File: src/rtl/inc_dec_pkg.sv
// Shared constants and the wide add/subtract helper used by the increment/decrement core.
// The helper works at a fixed wide width; callers slice out {carry, result} for their WIDTH.
package inc_dec_pkg;

    localparam int MODE_WRAP = 0;
    localparam int MODE_SAT  = 1;

    // Widest counter the helper supports is CALC_W-1 bits.
    localparam int CALC_W = 64;

    // With a and step zero-extended from WIDTH bits, bit WIDTH of the return value is
    // the carry (up) or borrow (down); bits [WIDTH-1:0] are the wrapped result.
    function automatic logic [CALC_W:0] inc_dec_calc(
        input logic [CALC_W-1:0] a,
        input logic [CALC_W-1:0] step,
        input logic              inc
    );
        logic [CALC_W:0] ext_a;
        logic [CALC_W:0] ext_step;
        ext_a    = {1'b0, a};
        ext_step = {1'b0, step};
        return inc ? (ext_a + ext_step) : (ext_a - ext_step);
    endfunction

endpackage

File: src/rtl/inc_dec_step.sv
// Combinational increment/decrement by a programmable step, with wrap or saturate on
// overflow/underflow; generalises the fixed 8-bit +/-1 unit.
module inc_dec_step
    import inc_dec_pkg::*;
#(
    parameter int WIDTH      = 8,
    parameter int STEP_WIDTH = 4,
    parameter int MODE       = MODE_WRAP
) (
    input  logic [WIDTH-1:0]      a,
    input  logic                  inc,
    input  logic [STEP_WIDTH-1:0] step,
    output logic [WIDTH-1:0]      result,
    output logic                  cout
);

    logic [CALC_W-WIDTH-1:0] unused_hi;
    logic                    carry;
    logic [WIDTH-1:0]        raw;

    assign {unused_hi, carry, raw} = inc_dec_calc(CALC_W'(a), CALC_W'(step), inc);

    // A carry in saturate mode pins the result to the bound in the direction of travel,
    // which also covers stepping further from a value already at that bound.
    always_comb begin
        result = raw;
        cout   = carry;
        if (MODE == MODE_SAT && carry) begin
            result = inc ? '1 : '0;
        end
    end

endmodule

File: src/rtl/inc_dec_counter.sv
// Registered up/down counter: load > enable > hold, with a one-cycle carry/borrow pulse
// and zero/at_max decodes of the registered value.
module inc_dec_counter
    import inc_dec_pkg::*;
#(
    parameter int               WIDTH       = 8,
    parameter int               STEP_WIDTH  = 4,
    parameter int               MODE        = MODE_WRAP,
    parameter logic [WIDTH-1:0] RESET_VALUE = '0
) (
    input  logic                  clk,
    input  logic                  rst,
    input  logic                  en,
    input  logic                  inc,
    input  logic [STEP_WIDTH-1:0] step,
    input  logic                  load,
    input  logic [WIDTH-1:0]      load_value,
    output logic [WIDTH-1:0]      q,
    output logic                  cout,
    output logic                  zero,
    output logic                  at_max
);

    logic [WIDTH-1:0] step_result;
    logic             step_cout;
    logic [WIDTH-1:0] q_next;
    logic             cout_next;

    inc_dec_step #(
        .WIDTH      (WIDTH),
        .STEP_WIDTH (STEP_WIDTH),
        .MODE       (MODE)
    ) u_step (
        .a      (q),
        .inc    (inc),
        .step   (step),
        .result (step_result),
        .cout   (step_cout)
    );

    always_comb begin
        q_next    = q;
        cout_next = 1'b0;
        if (load) begin
            q_next = load_value;
        end else if (en) begin
            q_next    = step_result;
            cout_next = step_cout;
        end
    end

    always_ff @(posedge clk or posedge rst) begin
        if (rst) begin
            q    <= RESET_VALUE;
            cout <= 1'b0;
        end else begin
            q    <= q_next;
            cout <= cout_next;
        end
    end

    assign zero   = (q == '0);
    assign at_max = (q == '1);

endmodule

File: config.mk
export PLATFORM = sky130hd
export DESIGN_NAME = inc_dec_counter
export DESIGN_NICKNAME = d
export VERILOG_FILES = /design/src/rtl/inc_dec_pkg.sv /design/src/rtl/inc_dec_step.sv /design/src/rtl/inc_dec_counter.sv
export SDC_FILE = /design/constraint.sdc
export NUM_CORES = 1
export LEC_CHECK = 0
export CAP_MARGIN = 5
export CORE_MARGIN = 5
export CORE_UTILIZATION = 46
export DETAILED_ROUTE_END_ITERATION = 12
export PLACE_DENSITY_LB_ADDON = 0.12
export SLEW_MARGIN = 15
export SYNTH_ARGS = -nofsm -noshare
export SYNTH_HDL_FRONTEND = slang
export SYNTH_SLANG_ARGS = --single-unit
File: constraint.sdc
create_clock -name clk -period 2.5 [get_ports clk]
set_input_delay 0.5 -clock clk [delete_from_list [all_inputs] [get_ports clk]]
set_output_delay 0.5 -clock clk [all_outputs]
set_load 0.01 [all_outputs]
==> flow_summary_export.csv, run 1 <==
group,metric,value,unit
sta,finalCritPeriodShare,98.09,%
placed_design,port_buffers,27,
sta,setup-violations-final,0,
sta,hold_viol,0,
synth,ys_warn_count,0,
global_route,grt.overflow.total,0,
synth,yosysSeqAreaShare,25.42,%
cells_and_area,insertedDiodeCount,0,
setup_path,slowest_delay,310,ps
synth,synth.area.top_cells,"dfrtp_1, ha_1, mux2i_1, a21o_1, o21ai_1",
synth,avgSynthCellArea,8.600,um^2
synth,ys_types,32,
clock_network,clkLatencyLatePin,270,ps
setup_path,path_class,"input pin to register",
setup_path,r2r_cells,8,
setup_path,r2r_start,"q[1]$_DFFE_PP0P_",
placed_design,gp_congestion,0.8475,
sta,maxSlewHeadroom,74.04,%
cells_and_area,final_util,81.61,%
placed_design,dp_hpwl,2083,um
cells_and_area,area_delta_synth_final,64.27,%
setup_path,r2r_slack,490,ps
route,wire_per_inst,16.37,um
run_status,status,"finished, final reports clean",
clock_network,htreeDepth,1,
power,power_density,564.8,nW/um^2
floorplanning,die_h,53.89,um
synth,synthArstFlopShare,100.0,%
setup_path,cp.arrival,2600,ps
cells_and_area,final_common_cell,"buf_4",
synth,syn_nets,131,
floorplanning,pin_count,28,
global_route,grt_max_degree,14,
route,vias,1018,
sta,slew_violations,0,
synth,synth_ff_type,"dfrtp_1",
synth,synth_seq_cells,9,
flow_run,drv_cap,0,
setup_path,endpoint_kind,"register",
global_route,antenna_found_initial,0,
clock_network,cts_hold_buffers,0,
clock_network,cts_tree,"done",
setup_path,cp_max_fo,2,
clock_network,clk_pin_slew,70,ps
power,ir_drop,389.1,uV
sta,worst_pin_slew,389.0,ps
clock_network,cts_buffers,3,
setup_path,cp.required,2650,ps
synth,synth_top_cell_by_area,"dfrtp_1",
synth,synth_top_area_share,25.42,%
global_route,grt_use_total,21.75,%
setup_path,crit_chain,"dlygate4sd2_1 > nor3_2 > ha_1 > mux2_4 > ha_4 > o21ai_2 > o21bai_1 > a21oi_2 > and4b_1 > or3_1",
synth,synth_edf_count,0,
floorplanning,start_util,49.68,%
sta,rsz0062_at_grt,"true",
min_path,hp-class,"input pin to asynchronous set/reset pin",
sta,finalCriticalPeriod,2452,ps
route,drtIter0Drc,26,
clock_network,clock_sinks,9,
cells_and_area,final_layout_size_suffix_gt1_share,28.21,%
floorplanning,die_area,2904,um^2
placed_design,placedCellCount,171,
route,drt_wl_total,2963,um
setup_path,rr_endpoint,"q[5]$_DFFE_PP0P_",
cells_and_area,final_cell_mix,"buf_4, clkdlybuf4s50_1, nand2_1, dfrtp_1, nor2_1",
sta,setup_tns,0,ps
floorplanning,dieWidth,53.89,um
sta,fin_skew,0.9803,ps
floorplanning,core,1783,um^2
route,dr.pass1.iters,4,
sta,hold_slack,511.7,ps
power,p_leak,0.6882,nW
cells_and_area,instances_no_fill,181,
clock_network,cts_buffer_depth,2,
synth,synth_area,885.9,um^2
global_route,grt_pass1_wl,4547,um
setup_path,critPathSlowestCell,"or3_1",
setup_path,cp-start-kind,"input pin",
sta,fmax,407.8,MHz
synth,synth_cells,103,
floorplanning,rows,15,
route,routed_via_density,5.624,
cells_and_area,fin_nets,185,
route,drc,0,
route,postRouteAntennaNets,0,
global_route,grt_pass1_vias,994,
clock_network,cts_root_buf,"clkbuf_4",
## flip-flops by register name (all words and copies together), names as in the netlist
signal  flops
q           8
cout        1
## how the worst max path moves through the flow
stage	startpoint	to	slack [ps]	depth (start not counted)
after CTS	step[0]	q[5]$_DFFE_PP0P_	1	11
after global placement	step[1]	q[7]$_DFFE_PP0P_	-620	10
after global routing	step[2]	q[5]$_DFFE_PP0P_	-30	10
after floorplan	step[1]	q[5]$_DFFE_PP0P_	5	9
after detailed placement	step[0]	q[5]$_DFFE_PP0P_	-650	10
final	step[2]	q[5]$_DFFE_PP0P_	50	10
## cells in the mapped netlist, types with 2 or more instances
| master | instances |
|---|---|
| nand4_1 | 3 |
| a21oi_1 | 6 |
| dfrtp_1 | 9 |
| o21ai_1 | 7 |
| ha_1 | 10 |
| or4_1 | 2 |
| nor2_1 | 8 |
| nor3_1 | 2 |
| clkbuf_1 | 2 |
| a211oi_1 | 3 |
| mux2_1 | 2 |
| mux2i_1 | 5 |
| a21o_1 | 5 |
| inv_1 | 4 |
| xnor2_1 | 4 |
| nand3b_1 | 2 |
| nand2_1 | 9 |
| o21bai_1 | 2 |
| nor3b_1 | 2 |
| nand2b_1 | 2 |
| o21ai_0 | 3 |
## timing repair
item	CTS	global route
pin swaps	11	9
buffers inserted	5	1
gates resized for setup	15	9
endpoints found under the setup margin	6	5
## area by class of cell
class	count	area, um^2
sequential	9	225.2
timing repair buffer	52	447.9
tap	25	31.28
clock inverter	1	5.005
multi-input combinational	87	708.2
inverter	4	15.01
clock buffer	3	22.52
fill	109	327.8
## worst max-delay path: cells and delay by family
kind	cells	cell delay [ps]
fa+ha+maj	2	550
mux	1	290
buf+inv	1	250
compound gates	3	320
simple gates	3	680
## report_power, final
group          switching, W  leakage (nW)  total [W]  internal [W]
registers         0.0000360         0.110   0.000206      0.000170
logic              0.000224         0.561   0.000498      0.000274
clock network     0.0000590        0.0177   0.000118     0.0000592
## metrics by stage
step / setup WS [ps] / power [W] / instance area (um^2)
after global routing: -33.18 / 0.0008824 / 1455
after CTS: 1.096 / 0.0007834 / 1435
final: 47.85 / 0.0008219 / 1455
after detailed placement: -652.2 / 0.0006235 / 1319
after floorplan: 5.028 / 0.0004275 / 885.9
after global placement: -624.2 / 0.0006110 / 1319
## logic make-up after synthesis
logic type / count (synthesis) / synth area share [%]
and+or+nand+nor: 35 / 21.33
AOI/OAI and AO/OA: 29 / 20.76
buffers and inverters: 7 / 2.966
adders and majority gates: 11 / 16.38
muxes: 7 / 8.192
DFF: 9 / 25.42
xor gates and xnor gates: 5 / 4.943
## per-layer routing
layer	global-route usage [%]	part of all wire, %	vias to the layer above
met5	0	0	-
met4	5.532	2.1	0
met3	4.432	5.0	10
met2	41.73	53	42
met1	23.78	40	479
li1	-	-	487
(Power assumes the default switching activity.)
==> run 2, diff against run 1 <==
--- a/config.mk
+++ b/config.mk
@@ -10,6 +10,7 @@
 export CORE_UTILIZATION = 46
 export DETAILED_ROUTE_END_ITERATION = 12
+export HOLD_SLACK_MARGIN = 0.03
 export PLACE_DENSITY_LB_ADDON = 0.12
-export SLEW_MARGIN = 15
+export SLEW_MARGIN = 20
 export SYNTH_ARGS = -nofsm -noshare
 export SYNTH_HDL_FRONTEND = slang
==> constraint.sdc (replaced) <==
create_clock -name clk -period 2.5 [get_ports clk]
set_input_delay 0.5 -clock clk [delete_from_list [all_inputs] [get_ports clk]]
set_output_delay 0.5 -clock clk [all_outputs]
set_load 0.02 [all_outputs]
==> run 2 against run 1 <==
  * Sequential power about the same
  * Worst setup slack about the same
  * Largest cell class unchanged
  * Critical endpoint unchanged
  * Clock-buffer cell count unchanged
  * Worst hold slack worse by 1.1 ps
  * Largest power group unchanged
  * Die area stayed put
  * First-iteration DRC count rose by 19%
  * Wire length fell by 0.74%
  * Highest routed layer unchanged
  * Flip-flop and latch count did not move
  * Critical path depth did not move
==> flow_summary_export.csv, run 2 (synthesis gave the netlist of run 1 again) <==
group,metric,value,unit
power,clkPwrFrac,14.0,%
sta,worst_pin_slew,379.5,ps
clock_network,cts_hold_buffers,0,
power,ir_drop,392.5,uV
cells_and_area,final_common_cell,"buf_4",
setup_path,r2r_slack,500,ps
sta,timing.final.ws_setup,47.76,ps
setup_path,cp.arrival,2600,ps
cells_and_area,multi_input_area,708.2,um^2
min_path,hp-class,"input pin to asynchronous set/reset pin",
cells_and_area,final_layout_size_suffix_gt1_share,28.21,%
clock_network,clock_sinks,9,
placed_design,pre_cts_ws,-652.2,ps
sta,fin_skew,0.6454,ps
floorplanning,rows,15,
power,seq_power_share,24.5,%
setup_path,startpoint,"step[2]",
placed_design,gp_congestion,0.8475,
power,p_comb_share,61.6,%
route,drt_wl_total,2941,um
clock_network,cts_tree,"done",
global_route,grt_use_total,21.75,%
placed_design,port_buffers,27,
flow_run,drv_cap,0,
global_route,grt_pass1_wl,4547,um
cells_and_area,largest_reg_flops,8,
route,dr.pass1.iters,4,
floorplanning,core,1783,um^2
setup_path,cp-start-kind,"input pin",
cells_and_area,area_delta_synth_final,64.55,%
route,wire_per_inst,16.25,um
route,postRouteAntennaNets,0,
clock_network,htreeDepth,1,
floorplanning,start_util,49.68,%
setup_path,r2r_start,"q[1]$_DFFE_PP0P_",
power,p_leak,0.7067,nW
power,p_int,0.0005034,W
floorplanning,die_h,53.89,um
floorplanning,die_area,2904,um^2
cells_and_area,largestRegisters,"q: 8 flops, cout: 1 flops",
route,drc,0,
route,vias,1014,
power,power_density,575.8,nW/um^2
sta,fmax,407.8,MHz
clock_network,cts_root_buf,"clkbuf_4",
global_route,grt_pass1_vias,994,
clock_network,cts_buffer_depth,2,
sta,maxSlewHeadroom,74.67,%
sta,finalCriticalPeriod,2452,ps
cells_and_area,regArea,225.2,um^2
route,routed_via_density,5.602,
setup_path,cp_max_fo,2,
placed_design,dp_hpwl,2083,um
power,switchingPower,0.0003360,W
floorplanning,pin_count,28,
setup_path,cp.required,2650,ps
sta,rsz0062_at_grt,"true",
cells_and_area,regMostFlops,"q",
route,drtIter0Drc,31,
sta,slew_violations,0,
cells_and_area,fillerInstances,108,
cells_and_area,final_cell_mix,"buf_4, clkdlybuf4s50_1, nand2_1, dfrtp_1, nor2_1",
floorplanning,dieWidth,53.89,um
global_route,grt_max_degree,14,
sta,setup-violations-final,0,
global_route,antenna_found_initial,0,
clock_network,clk_pin_slew,70,ps
setup_path,path_class,"input pin to register",
power,swShare,40.03,%
clock_network,clkLatencyLatePin,270,ps
run_status,status,"finished, final reports clean",
cells_and_area,fin_nets,185,
setup_path,endpoint_kind,"register",
global_route,grt.overflow.total,0,
cells_and_area,insertedDiodeCount,0,
cells_and_area,final_util,81.75,%
sta,hold_viol,0,
clock_network,cts_buffers,3,
sta,finalCritPeriodShare,98.09,%
## run 2: cell types whose count changed in the layout (fill, tap and decap cells not counted)
| cell | previous run | this run |
|---|---|---|
| dlymetal6s2s_1 | 1 | 2 |
| clkdlybuf4s50_1 | 22 | 21 |
## run 2: through the flow
stage | instance area (um^2) | hold slack (ps) | std cells | total power (W) | TNS, ps
3_3_place_gp | 1319 | 624.8 | 171 | 0.0006307 | -3220
6_report | 1458 | 510.6 | 181 | 0.0008394 | 0
5_1_grt | 1458 | 522.6 | 181 | 0.0009009 | -33.18
2_1_floorplan | 885.9 | 327.9 | 103 | 0.0004466 | 0
3_5_place_dp | 1319 | 627.7 | 171 | 0.0006432 | -3672
4_1_cts | 1435 | 517.8 | 180 | 0.0008030 | 0
## run 2: path summary, 6_finish.rpt
kind,to,cells past startpoint
min in group clk,q[4]$_DFFE_PP0P_,2
min,q[5]$_DFFE_PP0P_,2
max reg2reg,q[5]$_DFFE_PP0P_,8
min reg2reg,q[4]$_DFFE_PP0P_,2
max,q[5]$_DFFE_PP0P_,10
max in group asynchronous,q[2]$_DFFE_PP0P_,2
## run 2: final cells by class
cell class	count	share of cell area [%]
clock buffers	3	1.545
repair buffers	52	30.90
inverters	4	1.030
flip-flops and latches	9	15.45
clock inverters	1	0.3433
multi-input cells	87	48.58
well taps	25	2.146
## run 2: what timing repair did
| item | CTS | global route |
|---|---|---|
| endpoints found under the hold margin | 0 | 0 |
| gates resized for setup | 15 | 10 |
| pin swaps | 11 | 9 |
| endpoints found under the setup margin | 6 | 6 |
| buffers inserted | 5 | 1 |
## run 2: critical path: stages
cell,delay (ps)
dlygate4sd2_1,250
nor3_2,180
ha_1,270
mux2_4,290
ha_4,270
o21ai_2,50
o21bai_1,180
a21oi_2,90
and4b_1,190
or3_1,310
## run 2: power by group through the flow
stage          clock (W)  combinational [W]  sequential (W)
2_1_floorplan          0           0.000218        0.000228
3_3_place_gp           0           0.000425        0.000205
3_5_place_dp           0           0.000438        0.000205
4_1_cts         0.000117           0.000481        0.000204
5_1_grt         0.000135           0.000557        0.000209
6_report        0.000117           0.000517        0.000205
## run 2: per-layer routing
layer	share of wire, %	global-route usage [%]	vias up
met4	1.6	5.532	0
met1	40	23.78	480
met3	4.9	4.432	8
met5	0	0	-
met2	53	41.73	39
li1	-	-	487
